**config.mk**
```make
export PLATFORM = sky130hd
export DESIGN_NAME = ssd_scan_driver_flat
export DESIGN_NICKNAME = d
export VERILOG_FILES = /design/src/rtl/ssd_scan_if.sv /design/src/rtl/ssd_scan_driver.sv /design/src/flat_wrapper.sv
export SDC_FILE = /design/constraint.sdc
export NUM_CORES = 1
export LEC_CHECK = 0
export CAP_MARGIN = 20
export CELL_PAD_IN_SITES_DETAIL_PLACEMENT = 0
export CELL_PAD_IN_SITES_GLOBAL_PLACEMENT = 1
export CORE_MARGIN = 2
export CORE_UTILIZATION = 46
export DETAILED_ROUTE_END_ITERATION = 8
export PLACE_DENSITY_LB_ADDON = 0.2
export SYNTH_ARGS = -nofsm -noshare
export SYNTH_HDL_FRONTEND = slang
export SYNTH_SLANG_ARGS = --single-unit
export TNS_END_PERCENT = 20
```
**constraint.sdc**
```tcl
create_clock -name scan_port_clk -period 3.1 [get_ports scan_port_clk]
set_input_delay 0.62 -clock scan_port_clk [delete_from_list [all_inputs] [get_ports scan_port_clk]]
set_output_delay 0.62 -clock scan_port_clk [all_outputs]
set_load 0.05 [all_outputs]
```
**src/rtl/ssd_scan_if.sv**
```systemverilog
// Display scanner bus: value/strobe/blank in, segments/anodes/frame out.
// master drives the value side, slave is the scanner.
interface ssd_scan_if;
  logic [31:0] scan_data;
  logic        scan_valid;
  logic        scan_blank;
  logic [6:0]  scan_ssd;
  logic [7:0]  scan_an;
  logic        scan_frame;

  modport master (
    output scan_data,
    output scan_valid,
    output scan_blank,
    input  scan_ssd,
    input  scan_an,
    input  scan_frame
  );

  modport slave (
    input  scan_data,
    input  scan_valid,
    input  scan_blank,
    output scan_ssd,
    output scan_an,
    output scan_frame
  );
endinterface

```
**src/rtl/ssd_scan_driver.sv**
```systemverilog
// Eight-digit multiplexed 7-seg scanner with frame-boundary commit.
// Optional leading-zero blanking when SSD_LZ_BLANK_EN is defined.
module ssd_scan_driver #(
  parameter int CLK = 100_000
) (
  input  logic      scan_port_clk,
  input  logic      scan_port_rst,
  ssd_scan_if.slave scan
);

  localparam int CW = (CLK > 1) ? $clog2(CLK) : 1;
  localparam logic [CW-1:0] TOP = CW'(CLK - 1);

  logic [CW-1:0] count_q, count_d;
  logic [2:0]    idx_q, idx_d;
  logic [31:0]   pending_q, pending_d;
  logic [31:0]   disp_q, disp_d;
  logic          pend_q, pend_d;
  logic [7:0]    an_q, an_d;
  logic [6:0]    ssd_q, ssd_d;
  logic          frame_q, frame_d;

  logic       tick;
  logic       wrap;
  logic       lz;
  logic       blank;
  logic [3:0] nib;

  // Active-low hex glyphs, bit6..0 = g..a.
  function automatic logic [6:0] hex7(input logic [3:0] v);
    logic [6:0] s;
    unique case (v)
      4'h0: s = 7'h40;
      4'h1: s = 7'h79;
      4'h2: s = 7'h24;
      4'h3: s = 7'h30;
      4'h4: s = 7'h19;
      4'h5: s = 7'h12;
      4'h6: s = 7'h02;
      4'h7: s = 7'h78;
      4'h8: s = 7'h00;
      4'h9: s = 7'h10;
      4'hA: s = 7'h08;
      4'hB: s = 7'h03;
      4'hC: s = 7'h46;
      4'hD: s = 7'h21;
      4'hE: s = 7'h06;
      4'hF: s = 7'h0E;
      default: s = 7'h7F;
    endcase
    return s;
  endfunction

  // Tick/index advance, pending capture, commit and output staging.
  always_comb begin
    tick      = (count_q == TOP);
    wrap      = tick && (idx_q == 3'd7);
    count_d   = tick ? '0 : count_q + CW'(1);
    idx_d     = tick ? idx_q + 3'd1 : idx_q;
    pending_d = pending_q;
    pend_d    = pend_q;
    disp_d    = disp_q;
    // Valid is applied before commit so a coincident strobe wins.
    if (scan.scan_valid) begin
      pending_d = scan.scan_data;
      pend_d    = 1'b1;
    end
    if (wrap && pend_d) begin
      disp_d = pending_d;
      pend_d = 1'b0;
    end
    nib = disp_q[{idx_q, 2'b00} +: 4];
`ifdef SSD_LZ_BLANK_EN
    begin : lz_blk
      logic [2:0] msn;
      msn = 3'd0;
      for (int k = 1; k < 8; k++) begin
        if (disp_q[k*4 +: 4] != 4'd0) msn = 3'(k);
      end
      lz = (idx_q > msn);
    end
`else
    lz = 1'b0;
`endif
    blank   = scan.scan_blank || lz;
    an_d    = blank ? 8'hFF : ~(8'b1 << idx_q);
    ssd_d   = blank ? 7'h7F : hex7(nib);
    frame_d = wrap;
  end

  // State and registered outputs; reset clears everything at once.
  always_ff @(posedge scan_port_clk or negedge scan_port_rst) begin
    if (!scan_port_rst) begin
      count_q   <= '0;
      idx_q     <= 3'd0;
      pending_q <= 32'd0;
      disp_q    <= 32'd0;
      pend_q    <= 1'b0;
      an_q      <= 8'hFF;
      ssd_q     <= 7'h7F;
      frame_q   <= 1'b0;
    end else begin
      count_q   <= count_d;
      idx_q     <= idx_d;
      pending_q <= pending_d;
      disp_q    <= disp_d;
      pend_q    <= pend_d;
      an_q      <= an_d;
      ssd_q     <= ssd_d;
      frame_q   <= frame_d;
    end
  end

  assign scan.scan_ssd   = ssd_q;
  assign scan.scan_an    = an_q;
  assign scan.scan_frame = frame_q;

endmodule

```
**src/flat_wrapper.sv**
```systemverilog
// flat-port wrapper written by rule: the top's interface ports become plain ports
module ssd_scan_driver_flat 
#(
  parameter int CLK = 100_000
)
  (scan_port_clk, scan_port_rst, scan_scan_data, scan_scan_valid, scan_scan_blank, scan_scan_ssd, scan_scan_an, scan_scan_frame);
  ssd_scan_if scan_i ();
  input  logic scan_port_clk;
  input  logic scan_port_rst;
  input wire logic [$bits(scan_i.scan_data)-1:0] scan_scan_data;
  input wire logic [$bits(scan_i.scan_valid)-1:0] scan_scan_valid;
  input wire logic [$bits(scan_i.scan_blank)-1:0] scan_scan_blank;
  output wire logic [$bits(scan_i.scan_ssd)-1:0] scan_scan_ssd;
  output wire logic [$bits(scan_i.scan_an)-1:0] scan_scan_an;
  output wire logic [$bits(scan_i.scan_frame)-1:0] scan_scan_frame;
  assign scan_i.scan_data = scan_scan_data;
  assign scan_i.scan_valid = scan_scan_valid;
  assign scan_i.scan_blank = scan_scan_blank;
  assign scan_scan_ssd = scan_i.scan_ssd;
  assign scan_scan_an = scan_i.scan_an;
  assign scan_scan_frame = scan_i.scan_frame;
  ssd_scan_driver #(.CLK(CLK)) u_core (.scan_port_clk(scan_port_clk), .scan_port_rst(scan_port_rst), .scan(scan_i));
endmodule
```
Word-level counts from Yosys, hierarchy flattened
Memory sizes are Yosys's and may differ from the RTL's.
Index checks and enable logic that the tools add are counted.
{"block": "word_totals", "register_bits": 101, "latchBits": 0, "mem_bits_rw": 0, "rom_bits": 112, "output_inout_bits": 16, "n_memories": 1}
{"block": "op_classes", "n_addsub": 2, "mul": 0, "n_div": 0, "order_cmp": 0, "eq_ne": 2, "shift": 2, "mux": 6, "n_bitwise": 1, "n_reduce_logical": 2}
{"name": "(no name shown)", "depth": 16, "width": 7, "rd": 1, "rd_ports_with_merged_regs": 0, "write_ports": 0, "line": "ssd_scan_driver.sv:32", "text": "unique case (v)"}
{"operator": "$mux W32", "count": 1}
{"operator": "$shiftx A32 B6 Y4", "count": 1}
{"operator": "$add A17 B1 Y17 const B", "count": 1}
{"operator": "$eq A17 B17 Y1 const B", "count": 1}
{"operator": "$mux W17", "count": 1}
{"operator": "$mux W8", "count": 1}
{"operator": "$not A8 Y8", "count": 1}
{"operator": "$shl A1 B3 Y8 const A", "count": 1}
{"operator": "$mux W7", "count": 1}
{"operator": "$add A3 B1 Y3 const B", "count": 1}
{"operator": "$eq A3 B3 Y1 const B", "count": 1}
{"operator": "$logic_and A1 B1 Y1", "count": 2}
{"operator": "$mux W1", "count": 2}

Depth between registers and ports, before layout
{"block": "logic_depth", "word_depth": 4, "ltp_mapped": 8, "depth_no_buf": 7}

Least setup slack after synthesis
OpenSTA, ideal clock, no wires.
{"block": "synth_path", "kind": "register to register", "start": "register u_core.idx_q[0]", "end": "register u_core.ssd_q[5] (netlist: u_core.scan.scan_ssd[5])", "t_arrival_ps": 2090, "required_ps": 3016, "setup_slack_ps": 926, "path_stages_with_launch": 9, "period_less_slack_ps": 2174, "cell_sequence": "dfrtp_1 > buf_4 > mux4_1 > mux2i_4 > inv_1 > ha_1 > inv_1 > mux2i_1 > a221o_1"}
{"block": "synth_between", "elab_chain_cells": 3}
{"item": "start: declaration", "line": "ssd_scan_driver.sv:15", "text": "logic [2:0] idx_q, idx_d;"}
{"item": "start signal: assignment", "line": "ssd_scan_driver.sv:104", "text": "idx_q <= idx_d;"}
{"item": "$shiftx A32 B6 Y4", "line": "ssd_scan_driver.sv:72", "text": "nib = disp_q[{idx_q, 2'b00} +: 4];"}
{"item": "$mem_v2 Z16 W7"}
{"item": "$mux W7", "line": "ssd_scan_driver.sv:87", "text": "ssd_d = blank ? 7'h7F : hex7(nib);"}
{"item": "named net u_core.ssd_d[5]", "line": "ssd_scan_driver.sv:20", "text": "logic [6:0] ssd_q, ssd_d;"}
{"item": "end signal: assignment", "line": "ssd_scan_driver.sv:109", "text": "ssd_q <= ssd_d;"}
{"item": "end: declaration", "line": "ssd_scan_driver.sv:20"}
The timed path passes the listed nets, and every way through them passes these cells.
A chain may end at the register's enable or synchronous reset.

Final worst setup path
{"block": "layout_path", "start": "register u_core.idx_q[1]", "end": "register u_core.ssd_q[3] (netlist: u_core.scan.scan_ssd[3])"}
Same word-level chain as after synthesis.

==> flow_summary.toml <==
[layout]
ff_latch_area_mm2 = 0.00255
final_cell_mix = "86 x dfrtp_1, 65 x mux2_2, 50 x clkdlybuf4s50_1"
layout.nets = 418
finalNonFillerCells = 503
multi_input_area_mm2 = 0.00178
design_area_mm2 = 0.00526
area_growth_syn_to_layout_pct = 18.8
drive_above_1_share_pct = 29.9
layout_commonest_cell = "dfrtp_1"
diodes = 0
final.fill_count = 816

[setup_path]
worstPathArrival_ps = 2750
critPathLaunch = "u_core.idx_q[1]"
crit_fanout = 11
crit_family = "multiplexers"
r2r-start = "u_core.idx_q[1]"
start_kind = "flop"
end_kind = "flop"
path_buf_inv = 0
cpPeakStageDelay_ps = 660
path_class = "flop to flop"
cp.required_ps = 3390
critPathSlowestCell = "mux4_1"
path_cells = "mux4_1 -> mux2i_4 -> ha_1 -> or2_2 -> a32oi_1"

[global_routing]
overflow = 0
grt_pass1_wl_mm = 13.0
grt_pass1_vias = 2603
grt_max_degree = 57
antenna_found_initial = 0
grt_usage_pct = 16.5

[sta]
setup_viol = 0
fmax_mhz = 406
max_slew.worst_pin.slew_ps = 588
setup_slack_ps = 639
fin_setup_tns_ps = 0
rsz0062_at_grt = "false"
finalHoldViolCount = 0
fin_crit_ps = 2460
post-route-period-util_pct = 79.4
finalClockSkew_ps = 12.2
slew_headroom_pct = 60.8
finalMaxSlewViolations = 0

[synthesis]
ys.flop_type = "dfrtp_1"
yosys.cell_types.count = 39
ys_seq_elements = 101
synth_top_family_by_area = "multiplexers"
synth_warnings = 0
synth_edf_count = 0
synth_largest_area_cell = "dfrtp_1"
synth_xor_xnor_area_share_pct = 3.16
synth_area_leaders = "dfrtp_1 49%, mux2_2 17%, dfstp_2 8.9%"
synth_compound_area_share_pct = 1.75
syn_area_per_cell_um2 = 14.1
seq_area_frac_synth_pct = 57.5
synthSimpleGateAreaFrac_pct = 7.86
netlist.area_leader.share_pct = 48.6
synthAdderAreaFrac_pct = 3.67
synthMuxAreaShare_pct = 23.7
synth_nets = 364
syn_inst = 315
async_reset_ff_share_pct = 100
netlist_area_mm2 = 0.00443

[clocking]
cts_setup_buffers = 0
cts_buffers = 9
hold_buffers = 0
cts_tree = "built"
cts_root_buf = "clkbuf_8"
clock_path_buffers = 2
clk_latency_ps = 370
cts_max_level = 3
clk_transition_reported_paths_ps = 100
cts.sinks = 101
cts-resized-gates = 0

[power]
vdd_drop_max_uv = 269
p_leak_uw = 0.00235
power.density_mw_per_mm2 = 444

[drt]
post-route-drc-count = 0
drtIter0Drc = 70
vias = 2494
wire_per_inst_um = 15.2
via_per_inst = 4.96
firstDrtPassIters = 4
ant_nets = 0
drt-total-wl_mm = 7.67

[floorplan]
die_h_um = 102
start_util_pct = 47.7
io-pin-count = 52
die_width_um = 102
die_area_mm2 = 0.0104
num_rows = 35
core-area_mm2 = 0.00928

[place]
place_ws_ps = 662
port_buffers = 51
place_area_mm2 = 0.00508
dp_hpwl_mm = 5.34
place.gp.congestion = 0.765
placed_cells = 487

[run]
drv_cap = 0

[run_status]
outcome = "finished, final reports clean"

[worst_hold_path]
hold_class = "primary input to asynchronous set/reset pin"
-- Yosys cell counts (2+ instances only) --
library cell,n
dfrtp_1,86
mux2_2,65
nor2_1,21
nand2_1,16
dfstp_2,15
ha_1,13
nand3_1,11
mux2i_1,10
xnor2_1,10
inv_1,8
nor3_1,6
xor2_1,6
buf_2,5
clkbuf_1,5
mux4_1,4
a221o_1,3
and3_1,3
mux2i_4,3
buf_4,2
mux4_2,2
nand2b_1,2
o21ai_0,2
-- state kept, by name, indices dropped and copies added, names as in the netlist --
name,count
u_core.count_q,17
u_core.disp_q,32
u_core.idx_q,3
u_core.pend_q,1
u_core.pending_q,32
u_core.scan.scan_an,8
u_core.scan.scan_frame,1
u_core.scan.scan_ssd,7
-- report_power, final --
group / switching (uW) / internal (uW) / total, uW / leakage, uW
logic: 82.9 / 90.1 / 173 / 0.000998
registers: 10.5 / 1370 / 1380 / 0.00127
clock network: 480 / 308 / 788 / 0.0000869
total: 573 / 1760 / 2340 / 0.00235
-- metal layers --
layer	GRT usage (%)	vias up	routed length [um]
li1	-	1206	-
met1	22.4	1238	3540
met2	26.4	38	3760
met3	4.65	12	264
met4	4.62	0	106
met5	0	-	0
-- stage by stage --
stage | util [%] | hold WS (ps) | power [uW]
global route | 56.7 | 274 | 2460
detailed placement | 54.7 | 481 | 1580
CTS | 56.7 | 255 | 2380
finish | 56.7 | 241 | 2340
global placement | 54.7 | 470 | 1580
floorplan | - | 324 | 1480
-- kinds of logic (layout without fill, tap and decap cells) --
kind of cell,Yosys count,after routing
flops,101,101
mux,84,84
simple gates,69,69
buf+inv,22,81
xor+xnor,16,16
fa+ha+maj,13,13
compound gates,10,10
-- final timing paths --
kind / endpoint / slack [ps] / cells after the start
min in group scan_port_clk: u_core.count_q[8] / 500 / 1
max: u_core.scan.scan_ssd[3] / 640 / 5
max in group asynchronous: u_core.disp_q[11] / 2170 / 2
min: u_core.count_q[9] / 240 / 1
min reg2reg: u_core.count_q[8] / 500 / 1
max reg2reg: u_core.scan.scan_ssd[3] / 640 / 5
-- final cells by class --
type,count,share of cell area [%]
clock buffer,10,2.43
inverter,9,0.642
tap,129,3.07
sequential,101,48.4
multi-input combinational,192,33.8
timing repair buffer,56,10.6
clock inverter,6,1.05
(Power assumes the default switching activity.)
